[src/rtl/seg7_if.sv]
// seg7_if: value load, display options, status and segment-bus signals of the 7-segment driver
interface seg7_if #(parameter int VALUE_W = 14, parameter int SEL_W = 3);
  logic               load;
  logic [VALUE_W-1:0] value;
  logic               blank_lz;
  logic               dp_en;
  logic [SEL_W-1:0]   dp_pos;
  logic               busy;
  logic               overflow;
  logic               en_o;
  logic [SEL_W-1:0]   dig_sel;
  logic [7:0]         dig_num;
  modport master (output load, value, blank_lz, dp_en, dp_pos,
                  input busy, overflow, en_o, dig_sel, dig_num);
  modport slave (input load, value, blank_lz, dp_en, dp_pos,
                 output busy, overflow, en_o, dig_sel, dig_num);
endinterface

[src/rtl/seg7_scan_display.sv]
// seg7_scan_display: double-dabble binary-to-BCD plus multiplexed active-low 7-segment scan driver
module seg7_scan_display #(
  parameter int DIGITS   = 4,
  parameter int VALUE_W  = 14,
  parameter int SCAN_DIV = 131072,
  parameter int SEL_W    = 3
) (
  input logic  clk,
  input logic  rst_n,
  seg7_if.slave bus
);
  localparam int BW = 4 * DIGITS;
  localparam int CW = $clog2(VALUE_W + 1);
  localparam int PW = $clog2(SCAN_DIV);
  typedef enum logic [1:0] {IDLE, SHIFT, COMMIT} state_t;
  state_t             state_q, state_d;
  logic [CW-1:0]      cnt_q;
  logic [VALUE_W-1:0] shift_q, shift_d;
  logic [BW-1:0]      work_q, work_d, adj, disp_q;
  logic               sticky_q, ovf_q, en_q;
  logic [PW-1:0]      pre_q;
  logic [SEL_W-1:0]   sel_q;
  logic [7:0]         seg_q, seg_d;
  logic               do_load, do_shift, do_commit, last, wrap;
  logic [3:0]         nib;
  logic               lz, keep, dp;
  function automatic logic [6:0] dec(input logic [3:0] n);
    case (n)
      4'd0: dec = 7'b0000001;
      4'd1: dec = 7'b1001111;
      4'd2: dec = 7'b0010010;
      4'd3: dec = 7'b0000110;
      4'd4: dec = 7'b1001100;
      4'd5: dec = 7'b0100100;
      4'd6: dec = 7'b0100000;
      4'd7: dec = 7'b0001111;
      4'd8: dec = 7'b0000000;
      4'd9: dec = 7'b0000100;
      default: dec = 7'b1111111;
    endcase
  endfunction
  always_ff @(posedge clk or negedge rst_n)
    if (!rst_n) state_q <= IDLE;
    else state_q <= state_d;
  assign last = cnt_q == CW'(VALUE_W - 1);
  always_comb
    state_d = state_q == IDLE  ? (bus.load ? SHIFT : IDLE) :
              state_q == SHIFT ? (last ? COMMIT : SHIFT) : IDLE;
  always_comb begin
    do_load   = state_q == IDLE && bus.load;
    do_shift  = state_q == SHIFT;
    do_commit = state_q == COMMIT;
    bus.busy  = state_q != IDLE;
  end
  always_comb begin
    adj = work_q;
    for (int i = 0; i < DIGITS; i++)
      adj[4*i +: 4] = work_q[4*i +: 4] >= 4'd5 ? work_q[4*i +: 4] + 4'd3 : work_q[4*i +: 4];
    {work_d, shift_d} = {adj, shift_q} << 1;
  end
  always_ff @(posedge clk or negedge rst_n)
    if (!rst_n) begin
      cnt_q    <= '0;
      shift_q  <= '0;
      work_q   <= '0;
      sticky_q <= 1'b0;
      disp_q   <= '0;
      ovf_q    <= 1'b0;
    end else begin
      if (do_load) begin
        shift_q  <= bus.value;
        work_q   <= '0;
        sticky_q <= 1'b0;
        cnt_q    <= '0;
      end
      if (do_shift) begin
        shift_q  <= shift_d;
        work_q   <= work_d;
        sticky_q <= sticky_q | adj[BW-1];
        cnt_q    <= cnt_q + 1'b1;
      end
      if (do_commit) begin
        disp_q <= work_q;
        ovf_q  <= sticky_q;
      end
    end
  assign wrap = pre_q == PW'(SCAN_DIV - 1);
  // A zero at or right of the decimal point stays visible so fractions read as 0.05
  always_comb begin
    nib   = disp_q[4*sel_q +: 4];
    lz    = (disp_q >> (4 * sel_q)) == '0;
    keep  = sel_q == '0 || (bus.dp_en && sel_q <= bus.dp_pos);
    dp    = bus.dp_en && sel_q == bus.dp_pos;
    seg_d = {ovf_q ? 7'b1111110 : (bus.blank_lz && lz && !keep) ? 7'b1111111 : dec(nib), ~dp};
  end
  always_ff @(posedge clk or negedge rst_n)
    if (!rst_n) begin
      pre_q <= '0;
      sel_q <= '0;
      en_q  <= 1'b0;
      seg_q <= 8'hFF;
    end else begin
      pre_q <= wrap ? '0 : pre_q + 1'b1;
      if (wrap) sel_q <= sel_q == SEL_W'(DIGITS - 1) ? '0 : sel_q + 1'b1;
      en_q  <= 1'b1;
      seg_q <= seg_d;
    end
  assign bus.overflow = ovf_q;
  assign bus.en_o     = en_q;
  assign bus.dig_sel  = sel_q;
  assign bus.dig_num  = seg_q;
endmodule

[src/flat_wrapper.sv]
// flat-port wrapper written by rule: the top's interface ports become plain ports
module seg7_scan_display_flat 
#(
  parameter int DIGITS   = 4,
  parameter int VALUE_W  = 14,
  parameter int SCAN_DIV = 131072,
  parameter int SEL_W    = 3
)
  (clk, rst_n, bus_load, bus_value, bus_blank_lz, bus_dp_en, bus_dp_pos, bus_busy, bus_overflow, bus_en_o, bus_dig_sel, bus_dig_num);
  seg7_if #(.VALUE_W(VALUE_W), .SEL_W(SEL_W)) bus_i ();
  input logic clk;
  input logic rst_n;
  input wire logic [$bits(bus_i.load)-1:0] bus_load;
  input wire logic [$bits(bus_i.value)-1:0] bus_value;
  input wire logic [$bits(bus_i.blank_lz)-1:0] bus_blank_lz;
  input wire logic [$bits(bus_i.dp_en)-1:0] bus_dp_en;
  input wire logic [$bits(bus_i.dp_pos)-1:0] bus_dp_pos;
  output wire logic [$bits(bus_i.busy)-1:0] bus_busy;
  output wire logic [$bits(bus_i.overflow)-1:0] bus_overflow;
  output wire logic [$bits(bus_i.en_o)-1:0] bus_en_o;
  output wire logic [$bits(bus_i.dig_sel)-1:0] bus_dig_sel;
  output wire logic [$bits(bus_i.dig_num)-1:0] bus_dig_num;
  assign bus_i.load = bus_load;
  assign bus_i.value = bus_value;
  assign bus_i.blank_lz = bus_blank_lz;
  assign bus_i.dp_en = bus_dp_en;
  assign bus_i.dp_pos = bus_dp_pos;
  assign bus_busy = bus_i.busy;
  assign bus_overflow = bus_i.overflow;
  assign bus_en_o = bus_i.en_o;
  assign bus_dig_sel = bus_i.dig_sel;
  assign bus_dig_num = bus_i.dig_num;
  seg7_scan_display #(.DIGITS(DIGITS), .VALUE_W(VALUE_W), .SCAN_DIV(SCAN_DIV), .SEL_W(SEL_W)) u_core (.clk(clk), .rst_n(rst_n), .bus(bus_i));
endmodule
[config.mk]
export PLATFORM = sky130hd
export DESIGN_NAME = seg7_scan_display_flat
export DESIGN_NICKNAME = d
export VERILOG_FILES = /design/src/rtl/seg7_if.sv /design/src/rtl/seg7_scan_display.sv /design/src/flat_wrapper.sv
export SDC_FILE = /design/constraint.sdc
export NUM_CORES = 1
export LEC_CHECK = 0
export BUFFER_PORTS_ARGS = -buffer_cell sky130_fd_sc_hd__buf_2
export CAP_MARGIN = 20
export CELL_PAD_IN_SITES_DETAIL_PLACEMENT = 0
export CELL_PAD_IN_SITES_GLOBAL_PLACEMENT = 2
export CORE_ASPECT_RATIO = 1.25
export CORE_MARGIN = 4
export CORE_UTILIZATION = 39
export DETAILED_ROUTE_END_ITERATION = 8
export HOLD_SLACK_MARGIN = 0.1
export PLACE_DENSITY_LB_ADDON = 0.2
export SLEW_MARGIN = 10
export SYNTH_ARGS = -nofsm -noshare
export SYNTH_HDL_FRONTEND = slang
export SYNTH_SLANG_ARGS = --single-unit
[constraint.sdc]
create_clock -name clk -period 2.5 [get_ports clk]
set_input_delay 0.625 -clock clk [delete_from_list [all_inputs] [get_ports clk]]
set_output_delay 0.625 -clock clk [all_outputs]
set_load 0.01 [all_outputs]
Word level (Yosys, flattened, before mapping). Memory sizes are Yosys's and may differ from the RTL's. Index checks and enable logic that the tools add are counted.

Register bits after elaboration: 83. Memory bits (read-only): 112. Input bits: 22. Output and inout bits: 14. Logic and storage cells: 66. Memories kept: 1.

$add $sub $neg: 7. Magnitude comparators: 5. Eq/ne operators: 6. Shift-type cells: 2. Multiplexer cells: 20. Bitwise gates (word level): 2. Reduce and logical (&&, ||, !) cells: 12.

Memories: (name not given) (words 16, width 7, read ports 1, clocked after memory_dff 0, write ports 0, RTL line seg7_scan_display.sv:28) `case (n)`.

Operators with widths (number): $mux 16 (2); $mux 14 (2); $mux 4 (6); $add 17x1->17 const B (1); $eq 17x17->1 const B (1); $mux 17 (1); $add 4x2->4 const B (4); $ge 4x3->1 const B (4); $logic_not 16->1 (1); $shiftx 16x6->4 (1); $shr 16x5->16 (1); $mux 7 (2); $mux 2 (3); $logic_and 1x1->1 (5); $add 4x1->4 const B (1); $eq 4x4->1 const B (1); $reduce_bool 2->1 (2); $add 3x1->3 const B (1); $eq 3x2->1 const B (1); $eq 3x3->1 (1); $le 3x3->1 (1); $logic_not 3->1 (1); $mux 1 (3); $mux 3 (1); other kinds (7) (7).

Depth between registers and ports, before layout. Gate-level depths: netlist (run 1).

Depth after elaboration: 7. Depth in mapped cells: 8. Depth with buffers taken out: 7.

Worst setup path after synthesis (run 1). Ideal clock, no wire load.

Path type: flip-flop to flip-flop. Start: reg u_core.sel_q[0], in the netlist u_core.bus.dig_sel[0]. End: reg u_core.seg_q[1], in the netlist u_core.bus.dig_num[1]. Setup time: 0.073 ns. Data arrival time: 1.999 ns. Data required time: 2.427 ns. Slack: 0.427 ns. Cell stages (with the launch flop): 9. Buffers on the path: 1. Clock period less this slack: 2.073 ns. Cells stage by stage: dfrtp_1 -> buf_6 -> mux4_1 -> nand2_1 -> ha_1 -> nand3_1 -> a31oi_2 -> a31oi_1 -> a21oi_1.

Longest elaborated chain between the ends: 7. Elaborated cells between the ends (all ways): 13. Classes of those cells: order compare: 1; shift: 2; mux: 2; reduce/logical: 7; memory: 1.

Ends and longest elaborated chain: start: declaration (RTL line seg7_scan_display.sv:22) `logic [SEL_W-1:0] sel_q;`; start signal: assignment (RTL line seg7_scan_display.sv:104) `if (wrap) sel_q <= sel_q == SEL_W'(DIGITS - 1) ? '0 : sel_q + 1'b1;`; parallel branches: the longest is 5 deep, another holds $mem_v2 16x7; $mux 7 * (2 in a row) (RTL line seg7_scan_display.sv:94) `seg_d = {ovf_q ? 7'b1111110 : (bus.blank_lz && lz && !keep) ? 7'b1111111 : dec(nib), ~dp};`; named net u_core.seg_d[1] (RTL line seg7_scan_display.sv:23) `logic [7:0] seg_q, seg_d;`; end signal: assignment (RTL line seg7_scan_display.sv:106) `seg_q <= seg_d;`; end: declaration (RTL line seg7_scan_display.sv:23).

Mark *: on every way through the listed nets, which the timed path passes. A chain may end at the register's enable or synchronous reset.

Worst setup path after layout (run 1). Same ends and word-level chain as after synthesis.

==> summary.txt, run 1 <==
Timing
  – Final Slew Violations: 0
  – Fin crit period: 2.187 ns
  – Endpoints failing setup: 0
  – TNS Setup: 0 ns
  – Layout Skew: about 0.0085 ns
  – Final period util: between 80% and 90%
  – RSZ-0062 raised after global routing: false
  – Maximum clock rate: between 400 and 500 MHz
  – Final hold vios: 0
  – Worst setup margin: 0.3134 ns

Synthesis
  – Async SR Flop Fraction: 100.0%
  – Post-Syn Nets: approximately 430
  – Synth Cell Area: 4120 sq um
  – Post-synth top area share: between 40% and 50%
  – Syn Inst Count: roughly 400
  – Avg Cell Area, Syn: ~11 sq um
  – Yosys reg bits: 83
  – Post-synthesis sequential area ratio: 50.65%
  – Ys flop type: dfrtp_1
  – Area leader, netlist: dfrtp_1
  – Yosys cell types: 45
  – Most frequent cell after synthesis: dfrtp_1
  – Syn. warnings: 0
  – Synth area leaders: dfrtp_1 46%, ha_1 6.7%, dfstp_2 5.1%
  – EDFF count, synth: 0
  – Post-synth top cells: 75 x dfrtp_1, 51 x nand2_1, 26 x nor2_1, 25 x o21ai_0, 22 x ha_1

Finish
  – Final #Nets: about 480
  – Share of layout cells above drive strength 1: around a fifth
  – Area grow syn2layout: 17.40%
  – ANT cells: 0

Clocking
  – Worst-path clk slew: around 0.070 ns
  – Post-CTS Repair Setup Buffers: 0
  – CTS tree: done
  – Post-CTS Resized: 0
  – CTS Buf Count: 9
  – CTS Hold Bufs: 0
  – Clk_lat worst skew: around 0.34 ns
  – Clock Sink Count: 83
  – Max H-tree Level: 3
  – Clock root cell: clkbuf_16
  – Max Root-Sink Buffers: 2

Floorplanning
  – Die ar.: 12,280 sq um
  – IO Pins: 36
  – Die Width: ~100 um
  – Initial core utilization: around 40%
  – Core outline area: 10,210 sq um
  – Num rows: a little over 40
  – Die Ht: roughly 120 um

Place
  – Input/output buffers: 35
  – Final HPWL DP: approximately 5900 um
  – Pre-CTS WS: about 0.34 ns
  – GP Congestion: 0.8118

Status
  – Status: finished clean

Critical path
  – R2R Setup Slk: 0.31 ns
  – CP Data Required Time: 2.76 ns
  – CP max FO: 7
  – Crit Path Class: flip-flop to flip-flop
  – Worst Setup Start Kind: flip-flop
  – Critical Path AT: between 2 and 2.5 ns
  – Critical Path End Type: flip-flop

Pwr
  – Leak: around 0.0022 uW
  – Maximum VDD drop: roughly 0.00043 V
  – Cell Pwr Density: between 1000 and 1500 nW/um^2
  – Power Total: 5248 uW

Route
  – Avg WL per Cell: ~14 um
  – Via count: ~2,900
  – DR DRC count: 0
  – Pre-Repair DR Iteration Count: 4
  – Final WL: between 8000 and 9000 um
  – Iter 0 DRT Violations: 110
  – Via-to-Cell Ratio: a little over 5
  – ANT nets after route: 0

Global routing
  – Largest net degree at the start of global routing: 44
  – Vias in the first global route: a little under 3,000
  – First-pass GRT wire length: about 14,000 um
  – Total grt overflow: 0
  – Total track usage: between 10 and 15%
  – Initial antenna violation count: 0

Flow run
  – Max cap viols: 0

Hold path
  – Hold WC Path Type: input pin to asynchronous set/reset pin
==> worst paths after layout <==
path	startpoint	cells past startpoint	to
max in group asynchronous	rst_n	2	u_core.state_q[0]
min in group clk	u_core.shift_q[7]	2	u_core.shift_q[7]
min reg2reg	u_core.shift_q[7]	2	u_core.shift_q[7]
min	rst_n	1	u_core.sticky_q
max	u_core.bus.dig_sel[0]	7	u_core.bus.dig_num[1]
max reg2reg	u_core.bus.dig_sel[0]	7	u_core.bus.dig_num[1]
==> placed cells by master (no fill, tap or decap), types with 3 or more instances in the layout <==
| cell | Yosys | final |
|---|---|---|
| xnor2_1 | 7 | 7 |
| clkbuf_8 | 0 | 3 |
| o31ai_1 | 6 | 6 |
| o21ai_1 | 3 | 3 |
| clkbuf_16 | 0 | 9 |
| a32o_1 | 4 | 4 |
| xor2_1 | 13 | 13 |
| a22oi_1 | 12 | 12 |
| dfstp_2 | 8 | 8 |
| and2_1 | 3 | 3 |
| buf_4 | 0 | 11 |
| nand4_1 | 8 | 8 |
| nor2_1 | 26 | 26 |
| dfrtp_1 | 75 | 75 |
| ha_1 | 22 | 22 |
| nand3_1 | 18 | 18 |
| buf_2 | 0 | 34 |
| o21ai_0 | 25 | 25 |
| nor3_1 | 3 | 3 |
| inv_1 | 20 | 20 |
| nand2b_1 | 6 | 6 |
| o32ai_1 | 3 | 3 |
| nand2_1 | 51 | 51 |
| a21oi_1 | 13 | 13 |
| nor2b_1 | 4 | 4 |
| mux2_2 | 17 | 17 |
==> through the flow <==
step	util (%)	hold WS [ns]	instances	cell area [sq um]
2_1_floorplan	-	0.3294	390	4120
3_3_place_gp	43.99	0.4604	550	4491
3_5_place_dp	43.99	0.4630	550	4491
4_1_cts	47.38	0.1335	566	4837
5_1_grt	47.38	0.1382	566	4837
6_report	47.38	0.1393	566	4837
==> final cells by class <==
cell class	instances	area, sq um
fillers	962	5371
flip-flops and latches	83	2087
multi-input cells	272	1894
repair buffers	46	272.8
clock buffers	12	266.5
well taps	129	161.4
clock inverters	4	80.08
inverters	20	75.07
==> kinds of logic after synthesis <==
group | synth area share, %
AO/OA/AOI/OAI | 12.33
other | 0.09101
flip-flops | 50.65
buffers and inverters | 3.371
AND/OR/NAND/NOR | 14.82
adder cells (fa/ha/maj) | 6.681
multiplexers | 7.804
XOR/XNOR | 4.251
==> power breakdown <==
group          switching (uW)  internal [uW]  total [uW]
Combinational             907            728        1640
Clock                     540            966        1510
Sequential                333           1770        2110
Total                    1780           3470        5250
==> registers in the layout, indices dropped and copies added (netlist names), 2 cells and up <==
name / cells
u_core.bus.dig_num: 8
u_core.cnt_q: 4
u_core.bus.dig_sel: 3
u_core.pre_q: 17
u_core.state_q: 2
u_core.shift_q: 14
u_core.work_q: 16
u_core.disp_q: 16
==> critical path, stage by stage, from the launching register on <==
cell	delay (ns)
dfrtp_1	0.47
mux4_1	0.62
nand2_1	0.16
ha_1	0.19
nand3_1	0.09
a31oi_2	0.27
a31oi_1	0.13
a21oi_1	0.18
==> per-layer routing <==
| metal | up-vias | GRT usage [%] | wire length [um] |
|---|---|---|---|
| met5 | - | 0 | 0 |
| met4 | 0 | 7.003 | 179 |
| li1 | 1450 | - | - |
| met1 | 1426 | 17.99 | 3684 |
| met2 | 42 | 24.08 | 4086 |
| met3 | 13 | 2.709 | 240 |
Note: power is estimated with default switching activity, not from simulation.
==> run 2: changes to the inputs <==
--- a/config.mk
+++ b/config.mk
@@ -5,13 +5,14 @@
 export SDC_FILE = /design/constraint.sdc
 export NUM_CORES = 1
 export LEC_CHECK = 0
+export ABC_AREA = 1
 export BUFFER_PORTS_ARGS = -buffer_cell sky130_fd_sc_hd__buf_2
 export CAP_MARGIN = 20
 export CELL_PAD_IN_SITES_DETAIL_PLACEMENT = 0
 export CELL_PAD_IN_SITES_GLOBAL_PLACEMENT = 2
 export CORE_ASPECT_RATIO = 1.25
-export CORE_MARGIN = 4
-export CORE_UTILIZATION = 39
+export CORE_MARGIN = 5
+export CORE_UTILIZATION = 37
 export DETAILED_ROUTE_END_ITERATION = 8
 export HOLD_SLACK_MARGIN = 0.1
 export PLACE_DENSITY_LB_ADDON = 0.2
==> run 2 against run 1 <==
Net effect:
- design area up 0.65%
- clock skew is 0.00079 ns lower
- critical path type unchanged
- via count rose by 13%
- largest cell class unchanged
- final cell count is 17% higher
- largest power group unchanged
==> summary.txt, run 2 <==
Status
  – Status: finished clean

Synthesis
  – Synth Cell Area: 4248 sq um (+3.1%)
  – Syn. warnings: 0 (unchanged)
  – Avg Cell Area, Syn: 8.813 sq um (-17%)
  – Yosys reg bits: 83 (unchanged)
  – Most frequent cell after synthesis: nand2_1
  – Ys flop type: dfrtp_1
  – Area leader, netlist: dfrtp_1
  – Yosys cell types: 38 (-16%)
  – Post-synth top area share: 44.18% (-1.4 points)
  – Async SR Flop Fraction: 100.0% (unchanged)
  – Syn Inst Count: 482 (+24%)
  – Post-Syn Nets: 526 (+21%)
  – Post-synthesis sequential area ratio: 49.13% (-1.5 points)
  – EDFF count, synth: 0 (unchanged)
  – Synth area leaders: dfrtp_1 44%, nand2_1 8.1%, ha_1 6.5%
  – Post-synth top cells: 92 x nand2_1, 75 x dfrtp_1, 59 x inv_1, 45 x o21ai_0, 38 x nor2_1

Finish
  – Largest register FFs: 17 (unchanged)
  – Largest Register: u_core.pre_q
  – Final instance area: 4868 sq um (+0.65%)
  – ANT cells: 0 (unchanged)
  – # fillers: 1,146 (+19%)
  – Share of layout cells above drive strength 1: 16.70% (-4.6 points)
  – Area grow syn2layout: 14.61%
  – Area taken by flip-flops and latches: 2087 sq um (unchanged)
  – Multi-input combinational cell area: 1837 sq um (-3.0%)
  – Top flop regs: u_core.pre_q x17, u_core.disp_q x16, u_core.work_q x16
  – Final #Nets: 566 (+19%)
  – Most frequent cells in the layout: 92 x nand2_1, 75 x dfrtp_1, 59 x inv_1, 45 x o21ai_0, 38 x nor2_1
  – Commonest non-fill, non-tap cell in the layout: nand2_1

Route
  – Final WL: 9272 um (+13%)
  – Iter 0 DRT Violations: 112 (+1.8%)
  – Via-to-Cell Ratio: 4.983 (-3.8%)
  – Via count: 3,299 (+13%)
  – Pre-Repair DR Iteration Count: 4 (unchanged)
  – Avg WL per Cell: 14.01 um (-3.2%)
  – DR DRC count: 0 (unchanged)
  – ANT nets after route: 0 (unchanged)

Critical path
  – Reg-to-Reg Start: u_core.pre_q[0]
  – CP max FO: 8 (+1)
  – Crit Path Class: flip-flop to flip-flop
  – RR Endpoint: u_core.pre_q[11]
  – Family with the most delay on the worst path: simple AND/OR/NAND/NOR gates
  – Critical Path, Cell by Cell: ha_1 -> nand2_1 -> inv_1 -> nand3_1 -> nor2_2 -> nand4_1 -> nor3_1 -> ha_1 -> inv_1 -> and3_1
  – Worst Path Buf+Inv: 2 (+2)
  – Critical Path End Type: flip-flop
  – Max stage delay on crit path: 0.37 ns (-0.25 ns)
  – R2R Setup Slk: 0.47 ns (+0.15 ns)
  – Slowest stage cell, crit path: dfrtp_1
  – Critical Path AT: 2.26 ns (-0.18 ns)
  – Worst Setup Start Kind: flip-flop
  – R2R cell count: 10 (+3)
  – CP Data Required Time: 2.73 ns (-0.03 ns)

Global routing
  – Total track usage: 14.85% (+0.42 points)
  – Largest net degree at the start of global routing: 47 (+6.8%)
  – Met1 usage: 18.43% (+0.44 points)
  – Total grt overflow: 0 (unchanged)
  – Met2 usage: 24.92% (+0.84 points)
  – GRT met3 Usage: 3.167% (+0.46 points)
  – Gr busiest metal: met2
  – Initial antenna violation count: 0 (unchanged)
  – First-pass GRT wire length: 16,310 um (+16%)
  – Vias in the first global route: 3,393 (+16%)

Clocking
  – CTS Hold Bufs: 0 (unchanged)
  – Worst-path clk slew: 0.06 ns (about the same)
  – Clk_lat worst skew: 0.34 ns (about the same)
  – CTS tree: done
  – Post-CTS Repair Setup Buffers: 0 (unchanged)
  – Max Root-Sink Buffers: 2 (unchanged)
  – Clock root cell: clkbuf_16
  – CTS Buf Count: 9 (unchanged)
  – Clock Sink Count: 83 (unchanged)
  – Post-CTS Resized: 0 (unchanged)
  – Max H-tree Level: 3 (unchanged)

Floorplanning
  – Num rows: 43 (+4.9%)
  – IO Pins: 36 (unchanged)
  – Die Width: 105.8 um (+5.9%)
  – Die Ht: 129.8 um (+5.6%)
  – Initial core utilization: 37.96% (-2.4 points)
  – Core outline area: 11,190 sq um (+9.6%)
  – Die ar.: 13,740 sq um (+12%)

Timing
  – Final Slew Violations: 0 (unchanged)
  – TNS Setup: 0 ns (unchanged)
  – Endpoints failing setup: 0 (unchanged)
  – Slew @ Worst Pin: 0.6225 ns
  – Maximum clock rate: 492.0 MHz (+7.6%)
  – Final hold vios: 0 (unchanged)
  – Relative slew slack: 58.50%
  – Layout Skew: 0.007665 ns (-0.0007944 ns)
  – Worst setup margin: 0.4673 ns (+0.1539 ns)
  – Fin crit period: 2.033 ns (-0.1539 ns)
  – RSZ-0062 raised after global routing: false
  – Final period util: 81.31% (-6.2 points)

Pwr
  – Maximum VDD drop: 0.0005987 V (+38%)
  – Share of power burned in combinational logic: 35.1% (+3.9 points)
  – Switching share of power: 37.24% (+3.3 points)
  – Clock share of power: 25.4% (-3.3 points)
  – Internal power: 3286 uW (-5.2%)
  – Net Switching: 1950 uW (+9.5%)
  – Leak: 0.002400 uW (+11%)
  – Cell Pwr Density: 1076 nW/um^2 (-0.87%)
  – Reg power frac: 39.5% (-0.6 points)

Hold path
  – Hold WC Path Type: input pin to asynchronous set/reset pin

Place
  – DP Area: 4572 sq um (+1.8%)
  – GP Congestion: 0.7941 (-2.2%)
  – Input/output buffers: 35 (unchanged)
  – Final HPWL DP: 6620 um (+12%)
  – Pre-CTS WS: 0.4661 ns (+0.1301 ns)

Flow run
  – Max cap viols: 0 (unchanged)
run 2: cell families after synthesis:
kind of cell,count (synthesis),share of synthesized area (%)
xor+xnor,11,2.268
other cells,1,0.08828
compound gates,91,12.69
fa+ha+maj,22,6.480
simple gates,196,21.47
flops,83,49.13
mux,1,0.2357
buf+inv,77,7.629
run 2: stage by stage:
stage	cells	hold slack, ns	util (%)	power (uW)
final	662	0.3037	43.50	5237
after floorplan	482	0.3294	-	3434
after CTS	662	0.3206	43.50	5324
after global placement	646	0.3987	40.85	3929
after global routing	662	0.3541	43.50	5700
after detailed placement	646	0.4075	40.85	3960
run 2: power by group through the flow:
stage          combinational (uW)  sequential (uW)  clock, uW
2_1_floorplan                1390             2040          0
3_3_place_gp                 1840             2090          0
3_5_place_dp                 1870             2090          0
4_1_cts                      1880             2070       1380
5_1_grt                      2150             2120       1430
6_report                     1840             2070       1330
run 2: final cells by class:
type | count | share of cell area [%]
multi-input combinational | 322 | 37.73
sequential | 83 | 42.87
tap | 135 | 3.470
timing repair buffer | 43 | 4.883
clock inverter | 4 | 1.028
clock buffer | 12 | 5.063
inverter | 63 | 4.960
run 2: worst max-delay path by stage:
stage | cells past startpoint | from | endpoint
global route | 10 | u_core.pre_q[0] | u_core.pre_q[11]
global placement | 12 | u_core.bus.dig_sel[0] | u_core.bus.dig_num[1]
detailed placement | 12 | u_core.bus.dig_sel[0] | u_core.bus.dig_num[1]
finish | 10 | u_core.pre_q[0] | u_core.pre_q[11]
CTS | 12 | u_core.bus.dig_sel[0] | u_core.bus.dig_num[1]
floorplan | 10 | u_core.pre_q[0] | u_core.bus.dig_sel[0]
run 2: per-layer routing:
layer  vias to the layer above  routed length (um)
met5                         -                   0
met4                         0                 206
met3                        13                 346
met2                        50                4379
met1                      1551                4339
li1                       1685                   -
